<file path="config.mk">
export PLATFORM = sky130hd
export DESIGN_NAME = uart_io_master_flat
export DESIGN_NICKNAME = d
export VERILOG_FILES = /design/src/rtl/uart_io_master_if.sv /design/src/rtl/uart_io_master.sv /design/src/flat_wrapper.sv
export SDC_FILE = /design/constraint.sdc
export NUM_CORES = 1
export LEC_CHECK = 0
export ABC_AREA = 1
export BUFFER_PORTS_ARGS = -buffer_cell sky130_fd_sc_hd__buf_2
export CELL_PAD_IN_SITES_DETAIL_PLACEMENT = 0
export CELL_PAD_IN_SITES_GLOBAL_PLACEMENT = 1
export CORE_ASPECT_RATIO = 1.4
export CORE_MARGIN = 2
export CORE_UTILIZATION = 30
export DETAILED_ROUTE_END_ITERATION = 8
export PLACE_DENSITY_LB_ADDON = 0.1
export REMOVE_ABC_BUFFERS = 1
export SLEW_MARGIN = 15
export SYNTH_ARGS = -nofsm -noshare
export SYNTH_HDL_FRONTEND = slang
export SYNTH_SLANG_ARGS = --single-unit
export TNS_END_PERCENT = 30
</file>
<file path="constraint.sdc">
create_clock -name clk -period 1.48 [get_ports clk]
set_input_delay 0.296 -clock clk [delete_from_list [all_inputs] [get_ports clk]]
set_output_delay 0.296 -clock clk [all_outputs]
set_load 0.02 [all_outputs]
</file>
<file path="src/rtl/uart_io_master_if.sv">
`default_nettype none
// ============================================================================
// Module      : uart_io_master_if
// Description : UART byte-stream and 16-bit io bus signals of the debug master.
// Revision    : 1.0 - initial release
// ============================================================================
interface uart_io_master_if;
  logic        rx_valid;
  logic [7:0]  rx_data;
  logic        rx_rd;
  logic        tx_busy;
  logic        tx_wr;
  logic [7:0]  tx_data;
  logic        bus_req;
  logic        bus_gnt;
  logic        io_rd;
  logic        io_wr;
  logic [15:0] io_addr;
  logic [15:0] io_dout;
  logic [15:0] io_din;

  modport master (
    input  rx_valid, rx_data, tx_busy, bus_gnt, io_din,
    output rx_rd, tx_wr, tx_data, bus_req, io_rd, io_wr, io_addr, io_dout
  );

  modport slave (
    output rx_valid, rx_data, tx_busy, bus_gnt, io_din,
    input  rx_rd, tx_wr, tx_data, bus_req, io_rd, io_wr, io_addr, io_dout
  );
endinterface
`default_nettype wire

</file>
<file path="src/rtl/uart_io_master.sv">
`default_nettype none
// ============================================================================
// Module      : uart_io_master
// Description : UART-driven debug initiator issuing single io bus reads/writes.
// Revision    : 1.0 - initial release
// ============================================================================
module uart_io_master #(
  parameter int         TIMEOUT  = 1200000,
  parameter logic [7:0] ACK_BYTE = 8'h06,
  parameter logic [7:0] NAK_BYTE = 8'h15
) (
  input  logic               clk,
  input  logic               resetq,
  uart_io_master_if.master   io
);

  localparam int              c_TW       = $clog2(TIMEOUT + 1);
  localparam logic [c_TW-1:0] c_TMO_MAX  = c_TW'(TIMEOUT);
  localparam logic [7:0]      c_CMD_WR   = 8'h57;
  localparam logic [7:0]      c_CMD_RD   = 8'h52;

  typedef enum logic [2:0] {
    S_IDLE = 3'd0,
    S_ARG  = 3'd1,
    S_REQ  = 3'd2,
    S_ACC  = 3'd3,
    S_RESP = 3'd4
  } state_t;

  state_t          r_state;
  logic            r_rx_rd;
  logic            r_rx_gap;
  logic            r_tx_wr;
  logic            r_tx_gap;
  logic [7:0]      r_tx_data;
  logic            r_bus_req;
  logic            r_io_rd;
  logic            r_io_wr;
  logic [15:0]     r_io_addr;
  logic [15:0]     r_io_dout;
  logic            r_is_wr;
  logic [2:0]      r_arg_cnt;
  logic [31:0]     r_shift;
  logic [15:0]     r_resp_buf;
  logic [1:0]      r_resp_cnt;
  logic [c_TW-1:0] r_tmo;

  assign io.rx_rd   = r_rx_rd;
  assign io.tx_wr   = r_tx_wr;
  assign io.tx_data = r_tx_data;
  assign io.bus_req = r_bus_req;
  assign io.io_rd   = r_io_rd;
  assign io.io_wr   = r_io_wr;
  assign io.io_addr = r_io_addr;
  assign io.io_dout = r_io_dout;

  always_ff @(posedge clk or negedge resetq) begin
    if (!resetq) begin
      r_state    <= S_IDLE;
      r_rx_rd    <= 1'b0;
      r_rx_gap   <= 1'b0;
      r_tx_wr    <= 1'b0;
      r_tx_gap   <= 1'b0;
      r_tx_data  <= 8'h00;
      r_bus_req  <= 1'b0;
      r_io_rd    <= 1'b0;
      r_io_wr    <= 1'b0;
      r_io_addr  <= 16'h0000;
      r_io_dout  <= 16'h0000;
      r_is_wr    <= 1'b0;
      r_arg_cnt  <= 3'd0;
      r_shift    <= 32'h0;
      r_resp_buf <= 16'h0000;
      r_resp_cnt <= 2'd0;
      r_tmo      <= '0;
    end else begin
      case (r_state)
        S_IDLE, S_ARG: begin
          // Byte is taken on the edge that ends the rx_rd pulse; the following
          // cycle is a gap so the UART's valid flag can settle.
          if (r_rx_rd) begin
            r_rx_rd  <= 1'b0;
            r_rx_gap <= 1'b1;
            r_tmo    <= '0;
            if (r_state == S_IDLE) begin
              case (io.rx_data)
                c_CMD_WR: begin
                  r_state   <= S_ARG;
                  r_is_wr   <= 1'b1;
                  r_arg_cnt <= 3'd4;
                end
                c_CMD_RD: begin
                  r_state   <= S_ARG;
                  r_is_wr   <= 1'b0;
                  r_arg_cnt <= 3'd2;
                end
                default: begin
                  r_state    <= S_RESP;
                  r_resp_buf <= {NAK_BYTE, 8'h00};
                  r_resp_cnt <= 2'd1;
                  r_tx_gap   <= 1'b0;
                end
              endcase
            end else begin
              r_shift   <= {r_shift[23:0], io.rx_data};
              r_arg_cnt <= r_arg_cnt - 3'd1;
              if (r_arg_cnt == 3'd1) begin
                r_state   <= S_REQ;
                r_bus_req <= 1'b1;
              end
            end
          end else begin
            if (r_rx_gap) begin
              r_rx_gap <= 1'b0;
            end else if (io.rx_valid) begin
              r_rx_rd <= 1'b1;
            end
            if (r_state == S_ARG) begin
              if (r_tmo == c_TMO_MAX) begin
                r_state <= S_IDLE;
                r_tmo   <= '0;
              end else begin
                r_tmo <= r_tmo + 1'b1;
              end
            end
          end
        end

        S_REQ: begin
          if (io.bus_gnt) begin
            r_state <= S_ACC;
            if (r_is_wr) begin
              r_io_addr <= r_shift[31:16];
              r_io_dout <= r_shift[15:0];
              r_io_wr   <= 1'b1;
            end else begin
              r_io_addr <= r_shift[15:0];
              r_io_rd   <= 1'b1;
            end
          end
        end

        S_ACC: begin
          r_io_wr    <= 1'b0;
          r_io_rd    <= 1'b0;
          r_bus_req  <= 1'b0;
          r_state    <= S_RESP;
          r_tx_gap   <= 1'b0;
          if (r_is_wr) begin
            r_resp_buf <= {ACK_BYTE, 8'h00};
            r_resp_cnt <= 2'd1;
          end else begin
            r_resp_buf <= io.io_din;
            r_resp_cnt <= 2'd2;
          end
        end

        S_RESP: begin
          // tx_busy is not trusted on the cycle after a pulse; the UART
          // raises it one clock late.
          if (r_tx_wr) begin
            r_tx_wr    <= 1'b0;
            r_tx_gap   <= 1'b1;
            r_resp_buf <= {r_resp_buf[7:0], 8'h00};
            r_resp_cnt <= r_resp_cnt - 2'd1;
            if (r_resp_cnt == 2'd1) begin
              r_state <= S_IDLE;
            end
          end else if (r_tx_gap) begin
            r_tx_gap <= 1'b0;
          end else if (!io.tx_busy) begin
            r_tx_wr   <= 1'b1;
            r_tx_data <= r_resp_buf[15:8];
          end
        end

        default: begin
          r_state <= S_IDLE;
        end
      endcase
    end
  end

endmodule
`default_nettype wire
</file>
<file path="src/flat_wrapper.sv">
// flat-port wrapper written by rule: the top's interface ports become plain ports
module uart_io_master_flat 
#(
  parameter int         TIMEOUT  = 1200000,
  parameter logic [7:0] ACK_BYTE = 8'h06,
  parameter logic [7:0] NAK_BYTE = 8'h15
)
  (clk, resetq, io_rx_valid, io_rx_data, io_tx_busy, io_bus_gnt, io_io_din, io_rx_rd, io_tx_wr, io_tx_data, io_bus_req, io_io_rd, io_io_wr, io_io_addr, io_io_dout);
  uart_io_master_if io_i ();
  input  logic clk;
  input  logic resetq;
  input wire logic [$bits(io_i.rx_valid)-1:0] io_rx_valid;
  input wire logic [$bits(io_i.rx_data)-1:0] io_rx_data;
  input wire logic [$bits(io_i.tx_busy)-1:0] io_tx_busy;
  input wire logic [$bits(io_i.bus_gnt)-1:0] io_bus_gnt;
  input wire logic [$bits(io_i.io_din)-1:0] io_io_din;
  output wire logic [$bits(io_i.rx_rd)-1:0] io_rx_rd;
  output wire logic [$bits(io_i.tx_wr)-1:0] io_tx_wr;
  output wire logic [$bits(io_i.tx_data)-1:0] io_tx_data;
  output wire logic [$bits(io_i.bus_req)-1:0] io_bus_req;
  output wire logic [$bits(io_i.io_rd)-1:0] io_io_rd;
  output wire logic [$bits(io_i.io_wr)-1:0] io_io_wr;
  output wire logic [$bits(io_i.io_addr)-1:0] io_io_addr;
  output wire logic [$bits(io_i.io_dout)-1:0] io_io_dout;
  assign io_i.rx_valid = io_rx_valid;
  assign io_i.rx_data = io_rx_data;
  assign io_i.tx_busy = io_tx_busy;
  assign io_i.bus_gnt = io_bus_gnt;
  assign io_i.io_din = io_io_din;
  assign io_rx_rd = io_i.rx_rd;
  assign io_tx_wr = io_i.tx_wr;
  assign io_tx_data = io_i.tx_data;
  assign io_bus_req = io_i.bus_req;
  assign io_io_rd = io_i.io_rd;
  assign io_io_wr = io_i.io_wr;
  assign io_io_addr = io_i.io_addr;
  assign io_io_dout = io_i.io_dout;
  uart_io_master #(.TIMEOUT(TIMEOUT), .ACK_BYTE(ACK_BYTE), .NAK_BYTE(NAK_BYTE)) u_core (.clk(clk), .resetq(resetq), .io(io_i));
endmodule
</file>
==> results of run 1 <==
==> per-stage QoR <==
| stage | hold WS [ns] | util |
|---|---|---|
| 4_1_cts | 0.08447 | 0.4111 |
| 5_1_grt | 0.09691 | 0.4409 |
| 3_3_place_gp | 0.2568 | 0.3668 |
| 2_1_floorplan | 0.0004090 | - |
| 6_report | 0.09746 | 0.4409 |
| 3_5_place_dp | 0.2661 | 0.3668 |
==> per-layer routing <==
layer / part of all wire / track usage / vias up
met5: 0 / 0 / -
met4: 0.022 / 0.06847 / 0
met2: 0.56 / 0.3288 / 94
met1: 0.39 / 0.1871 / 2537
met3: 0.031 / 0.03286 / 22
li1: - / - / 2585
==> cells by family after synthesis <==
logic type / after synthesis / synth area share
AO/OA/AOI/OAI: 102 / 0.09318
buffers and inverters: 99 / 0.06804
AND/OR/NAND/NOR: 344 / 0.2475
adder cells (fa/ha/maj): 5 / 0.01083
multiplexers: 16 / 0.03120
XOR/XNOR: 5 / 0.007584
flip-flops: 125 / 0.5417
==> layout make-up <==
class / instances / share of cell area
flip-flops and latches: 125 / 0.3730
multi-input cells: 476 / 0.3317
repair buffers: 166 / 0.1537
clock buffers: 17 / 0.05060
well taps: 248 / 0.03691
inverters: 77 / 0.03617
clock inverters: 15 / 0.01786
==> synthesized netlist by cell type (3+ instances only) <==
cell type	instances
inv_1	72
dfrtp_1	125
buf_2	8
xor2_1	5
a21oi_1	16
ha_1	5
nor2_2	3
o22ai_1	18
nand4_1	8
o21ai_1	23
nand2_1	183
nor2_1	91
buf_4	3
nor3_1	5
clkbuf_1	11
nand2_2	6
mux2_2	16
o21ai_0	42
inv_2	4
nand3_1	43
==> power by group <==
part / switching (uW) / internal, uW
sequential: 190 / 3680
clock: 1820 / 2230
combinational: 1690 / 1210
==> registers in the layout (all words and copies together) (netlist names), 2 cells and up <==
signal	flops
u_core.io.io_dout	16
u_core.r_resp_cnt	2
u_core.io.io_addr	16
u_core.io.tx_data	8
u_core.r_arg_cnt	3
u_core.r_state	3
u_core.r_resp_buf	16
u_core.r_tmo	21
u_core.r_shift	32
==> worst max-delay path by stage <==
stage,from,endpoint,cells past startpoint
after floorplan,u_core.r_state[2],u_core.r_arg_cnt[0],8
after global placement,io_rx_data[7],u_core.r_resp_buf[15],9
after detailed placement,io_rx_data[7],u_core.r_resp_buf[12],9
after CTS,u_core.r_tmo[1],u_core.r_tmo[16],11
after global routing,u_core.r_state[2],u_core.r_resp_buf[14],9
final,u_core.r_state[0],u_core.io.io_addr[1],8
==> repair_timing <==
action | in CTS | in global routing
hold endpoints to repair | 26 | 0
gates cloned | 3 | 5
pin swaps | 6 | 31
endpoints found under the setup margin | 83 | 102
gates resized for setup | 56 | 118
setup buffers | 4 | 10
hold buffers | 1 | 0
==> worst max-delay path: stages, from the launching register on <==
cell       delay, ns
dfrtp_2         0.45
buf_6           0.14
nor2_4          0.13
nand2_4         0.07
nor2_4          0.14
nand2_4         0.12
clkbuf_16       0.23
o22ai_2         0.10
nor2_1          0.05
==> metrics.md, run 1 <==
| Metric | Value |
|---|---|
| EDFF count, synth | `0` |
| Maxcap violations | `0` |
| CTS clk-pin slew, worst paths | `approximately 0.060 ns` |
| Post-synthesis sequential area ratio | `0.5417` |
| RR Endpoint | `u_core.io.io_addr[1]` |
| Hold path cells | `3` |
| Post-synthesis area per instance | `about 8.3 um2` |
| Worst reg-to-reg path cell count | `8` |
| Reg2Reg Launch Point | `u_core.r_state[0]` |
| Setup Total Neg Slack | `-1.296 ns` |
| Worst Skew | `between 0.009 and 0.01 ns` |
| Register area | `3136 um2` |
| Vias | `roughly 5200` |
| Max Transition Viols Final | `0` |
| Area after DPL | `roughly 7000 um2` |
| Tmin final | `~1.5 ns` |
| Core area | `around 19000 um2` |
| Min-Delay Path Class | `primary input to register` |
| WL per Instance | `about 16 um` |
| Prevailing post-synth register cell | `dfrtp_1` |
| First-pass DRT Iterations | `4` |
| Rows | `60` |
| Startpoint Class | `register` |
| Leak | `between 0.004 and 0.005 uW` |
| Clk sinks | `between 100 and 150` |
| Count of state elements after synthesis | `roughly 130` |
| Multi-input gate area in the final layout | `between 2000 and 3000 um2` |
| Area delta synth->final | `45.59%` |
| First DRT Iteration DRCs | `~160` |
| Clock buffer depth | `2` |
| WP data required | `between 1.5 and 2 ns` |
| Critical path arrival | `1.86 ns` |
| Total Wirelength | `between 15000 and 20000 um` |
| Final count of negative-setup-slack endpoints | `between 50 and 60` |
| H-tree levels | `4` |
| Die Area | `just over 20000 um2` |
| Power Density | `between 1000 and 1500 nW/um2` |
| Total GRT Usage | `0.1738` |
| Final #Nets | `897` |
| Diode count | `0` |
| Clock Root Buffer | `clkbuf_16` |
| Max Freq | `approximately 0.65 GHz` |
| Vias in the first global route | `roughly 5300` |
| Final Instance Area | `around 8400 um2` |
| Crit-path max FO | `24` |
| Setup ws final | `-0.06743 ns` |
| Unique masters post-synth | `27` |
| Ys async rst share | `1.000` |
| Die width | `~120 um` |
| Worst setup path class | `register to register` |
| Final hold viol count | `0` |
| GRT Residual Overflow | `0` |
| Mapped cell area | `5774 um2` |
| Commonest non-fill, non-tap cell in the layout | `nand2_1` |
| Clk_lat worst skew | `0.43 ns` |
| Slew @ Worst Pin | `around 0.44 ns` |
| Pre-CTS setup slack | `-0.1907 ns` |
| RSZ-0062 raised after global routing | `true` |
| Yosys top cell area share | `0.5417` |
| Power, Total | `approximately 11000 uW` |
| Status | `complete, but fails checks` |
| Biggest area consumer among synthesized cells | `dfrtp_1` |
| Min-Delay Endpoint | `u_core.r_resp_buf[1]` |
| Reg2Reg Setup Slack | `-0.07 ns` |
| Yosys warns | `0` |
| DR vias/cell | `4.660` |
| Violated checks | `negative setup slack` |
| Layout Cells excl Fill | `between 1000 and 1500` |
| Ports | `74` |
| Residual DRC | `0` |
| Initial Utilization | `0.3028` |
| Antenna viol nets, final | `0` |
| Most frequent cells in the layout | `nand2_1, dfrtp_1, buf_2` |
| Crit path capture type | `register` |
| DP HPWL | `around 12000 um` |
| Worst VDD drop | `0.8510 mV` |
| Filler cells | `about 1900` |
| Antenna violations before repair | `1` |
| Fin crit share | `1.046` |
| Port bufs | `between 70 and 80` |
| Routability congestion estimate from global placement | `approximately 0.81` |
| Largest net degree at the start of global routing | `56` |
| CTS tree | `yes` |
| Share of cells above drive strength 1 | `0.3813` |
| First-pass GRT wire length | `roughly 27000 um` |
| CTS Buf Count | `17` |
| Slew margin rel. | `0.7083` |
| Die height | `roughly 170 um` |
| Synth area leaders | `dfrtp_1, nand2_1, nor2_1` |
| Hold Crit Start | `io_io_din[1]` |
| DP Cell Count | `between 1000 and 1500` |
| Syn Inst Count | `a little under 700` |
Note: power is estimated with default switching activity, not from simulation.
==> run 2: changes to the inputs <==
Settings changed: CORE_UTILIZATION 30 to 25.
==> metrics.md, run 2 (synthesized netlist as in run 1, its figures left out) <==
| Metric | Value |
|---|---|
| Slew @ Worst Pin | `0.4537 ns (+0.01615 ns)` |
| Rows | `65 (+8.3%)` |
| Power Density | `1296 nW/um2 (+0.71%)` |
| First DRT Iteration DRCs | `195 (+20%)` |
| Final hold viol count | `0 (unchanged)` |
| Area after DPL | `7163 um2 (+2.4%)` |
| Startpoint Class | `register` |
| Tmin final | `1.562 ns (+0.01449 ns)` |
| First-pass DRT Iterations | `4 (unchanged)` |
| Vias in the first global route | `5521 (+3.4%)` |
| Total Wirelength | `17980 um (-1.4%)` |
| Share of cells above drive strength 1 | `0.3869 (+0.005599)` |
| Ports | `74 (unchanged)` |
| DP Cell Count | `1134 (+6.1%)` |
| Filler cells | `2417 (+25%)` |
| CTS tree | `yes` |
| CTS clk-pin slew, worst paths | `0.06 ns (about the same)` |
| Leak | `0.004258 uW (+0.66%)` |
| Setup ws final | `-0.08191 ns (-0.01449 ns)` |
| Die height | `183.8 um (+9.3%)` |
| First-pass GRT wire length | `29100 um (+6.4%)` |
| Initial Utilization | `0.2554 (-0.04743)` |
| WL per Instance | `15.17 um (-6.5%)` |
| Power, Total | `11040 uW (+2.0%)` |
| WP data required | `1.84 ns (+0.04 ns)` |
| RSZ-0062 raised after global routing | `true` |
| Hold slack | `0.1021 ns (+0.004625 ns)` |
| Slew margin rel. | `0.6952 (-0.01310)` |
| Violated checks | `negative setup slack` |
| Pre-CTS setup slack | `-0.2133 ns (-0.02258 ns)` |
| Commonest non-fill, non-tap cell in the layout | `nand2_1` |
| Residual DRC | `0 (unchanged)` |
| Core area | `22610 um2 (+19%)` |
| Die Area | `24350 um2 (+19%)` |
| Port bufs | `73 (unchanged)` |
| Crit path capture type | `register` |
| Final count of negative-setup-slack endpoints | `72 (+36%)` |
| Fin crit share | `1.055 (+0.009788)` |
| GRT Residual Overflow | `0 (unchanged)` |
| Worst Skew | `0.009565 ns (+0.0001442 ns)` |
| Clock buffer depth | `2 (unchanged)` |
| Die width | `132.4 um (+9.2%)` |
| DR vias/cell | `4.432 (-4.9%)` |
| Max Freq | `0.6402 GHz (-0.93%)` |
| Total GRT Usage | `0.1552 (-0.01856)` |
| Routability congestion estimate from global placement | `0.8070 (about the same)` |
| Final #Nets | `905 (+0.89%)` |
| Clk_lat worst skew | `0.43 ns (about the same)` |
| Biggest register | `u_core.r_shift` |
| Final Instance Area | `8518 um2 (+1.3%)` |
| Clk sinks | `125 (unchanged)` |
| Largest net degree at the start of global routing | `80 (+43%)` |
| Number of flip-flops in the largest register | `32 (unchanged)` |
| Status | `complete, but fails checks` |
| Vias | `5252 (+0.27%)` |
| H-tree levels | `4 (unchanged)` |
| Area delta synth->final | `47.52%` |
| Antenna viol nets, final | `0 (unchanged)` |
| Min-Delay Path Class | `primary input to register` |
| Largest registers | `u_core.r_shift (32), u_core.r_tmo (21)` |
| DP HPWL | `11840 um (+2.5%)` |
| Clock Root Buffer | `clkbuf_16` |
| Maxcap violations | `0 (unchanged)` |
| Layout Cells excl Fill | `1185 (+5.4%)` |
| CTS Buf Count | `17 (unchanged)` |
| Crit-path max FO | `6 (-75%)` |
| Critical path arrival | `1.92 ns (+0.06 ns)` |
| Worst VDD drop | `0.9669 mV (+14%)` |
| Diode count | `0 (unchanged)` |
| Antenna violations before repair | `0 (-1)` |
| Max Transition Viols Final | `0 (unchanged)` |
| Most frequent cells in the layout | `nand2_1, dfrtp_1, nor2_1` |
| Worst setup path class | `register to register` |
[run 2: changes by cell type in the layout (fill, tap and decap cells not counted), moves of 5 or more]
cell / delta
nor2_1: +13
nand2_2: +14
buf_6: +8
nand2_1: -13
clkinv_4: +5
nor2_2: -9
[run 2: layer usage]
| metal | part of all wire | global-route usage |
|---|---|---|
| met5 | 0 | 0 |
| met4 | 0.027 | 0.07183 |
| met3 | 0.029 | 0.03391 |
| met2 | 0.54 | 0.2860 |
| met1 | 0.40 | 0.1688 |
[run 2: final cells by class]
| class | count | area [um2] | share of cell area |
|---|---|---|---|
| clock buffer | 19 | 442.9 | 0.05200 |
| clock inverter | 13 | 133.9 | 0.01572 |
| inverter | 77 | 296.5 | 0.03481 |
| multi-input combinational | 476 | 2754 | 0.3233 |
| sequential | 125 | 3134 | 0.3679 |
| tap | 301 | 376.6 | 0.04421 |
| timing repair buffer | 174 | 1380 | 0.1620 |
[run 2: report_power, final]
group	switching (uW)	internal (uW)	leakage, uW
clock network	1720	2390	0.000272
logic	1750	1310	0.00236
registers	189	3680	0.00163
total	3660	7380	0.00426
[run 2: timing repair]
item,4_1_cts,5_1_grt
resized for setup,93,90
gates cloned,6,1
endpoints found under the hold margin,125,0
buffers inserted,7,6
pin swaps,21,38
setup endpoints to repair,100,116
hold buffers,1,0
[run 2: metrics by stage]
stage,setup TNS (ns),util
floorplan,-26.58,-
detailed placement,-8.065,0.3168
finish,-2.312,0.3768
CTS,-1.596,0.3637
global route,-9.597,0.3768
global placement,-7.840,0.3168
[run 2: final timing paths]
check / from / to / slack (ns) / cells after the start
worst max-delay path: u_core.r_state[0] / u_core.r_state[0] / -0.08 / 8
worst min-delay path: io_io_din[2] / u_core.r_resp_buf[2] / 0.10 / 3
worst max register to register: u_core.r_state[0] / u_core.r_state[0] / -0.08 / 8
worst min register to register: u_core.r_resp_buf[3] / u_core.r_resp_buf[3] / 0.47 / 2
max in group asynchronous: resetq / u_core.r_state[0] / 0.64 / 3
min in group asynchronous: resetq / u_core.io.io_dout[15] / 0.40 / 3
[run 2: worst max-delay path: stages (launching register included)]
cell     delay [ns]
dfrtp_2        0.46
nor2_4         0.27
nand3_4        0.14
buf_4          0.20
inv_1          0.07
nand3_1        0.11
nand2_1        0.09
nand3_1        0.08
nand2_1        0.08
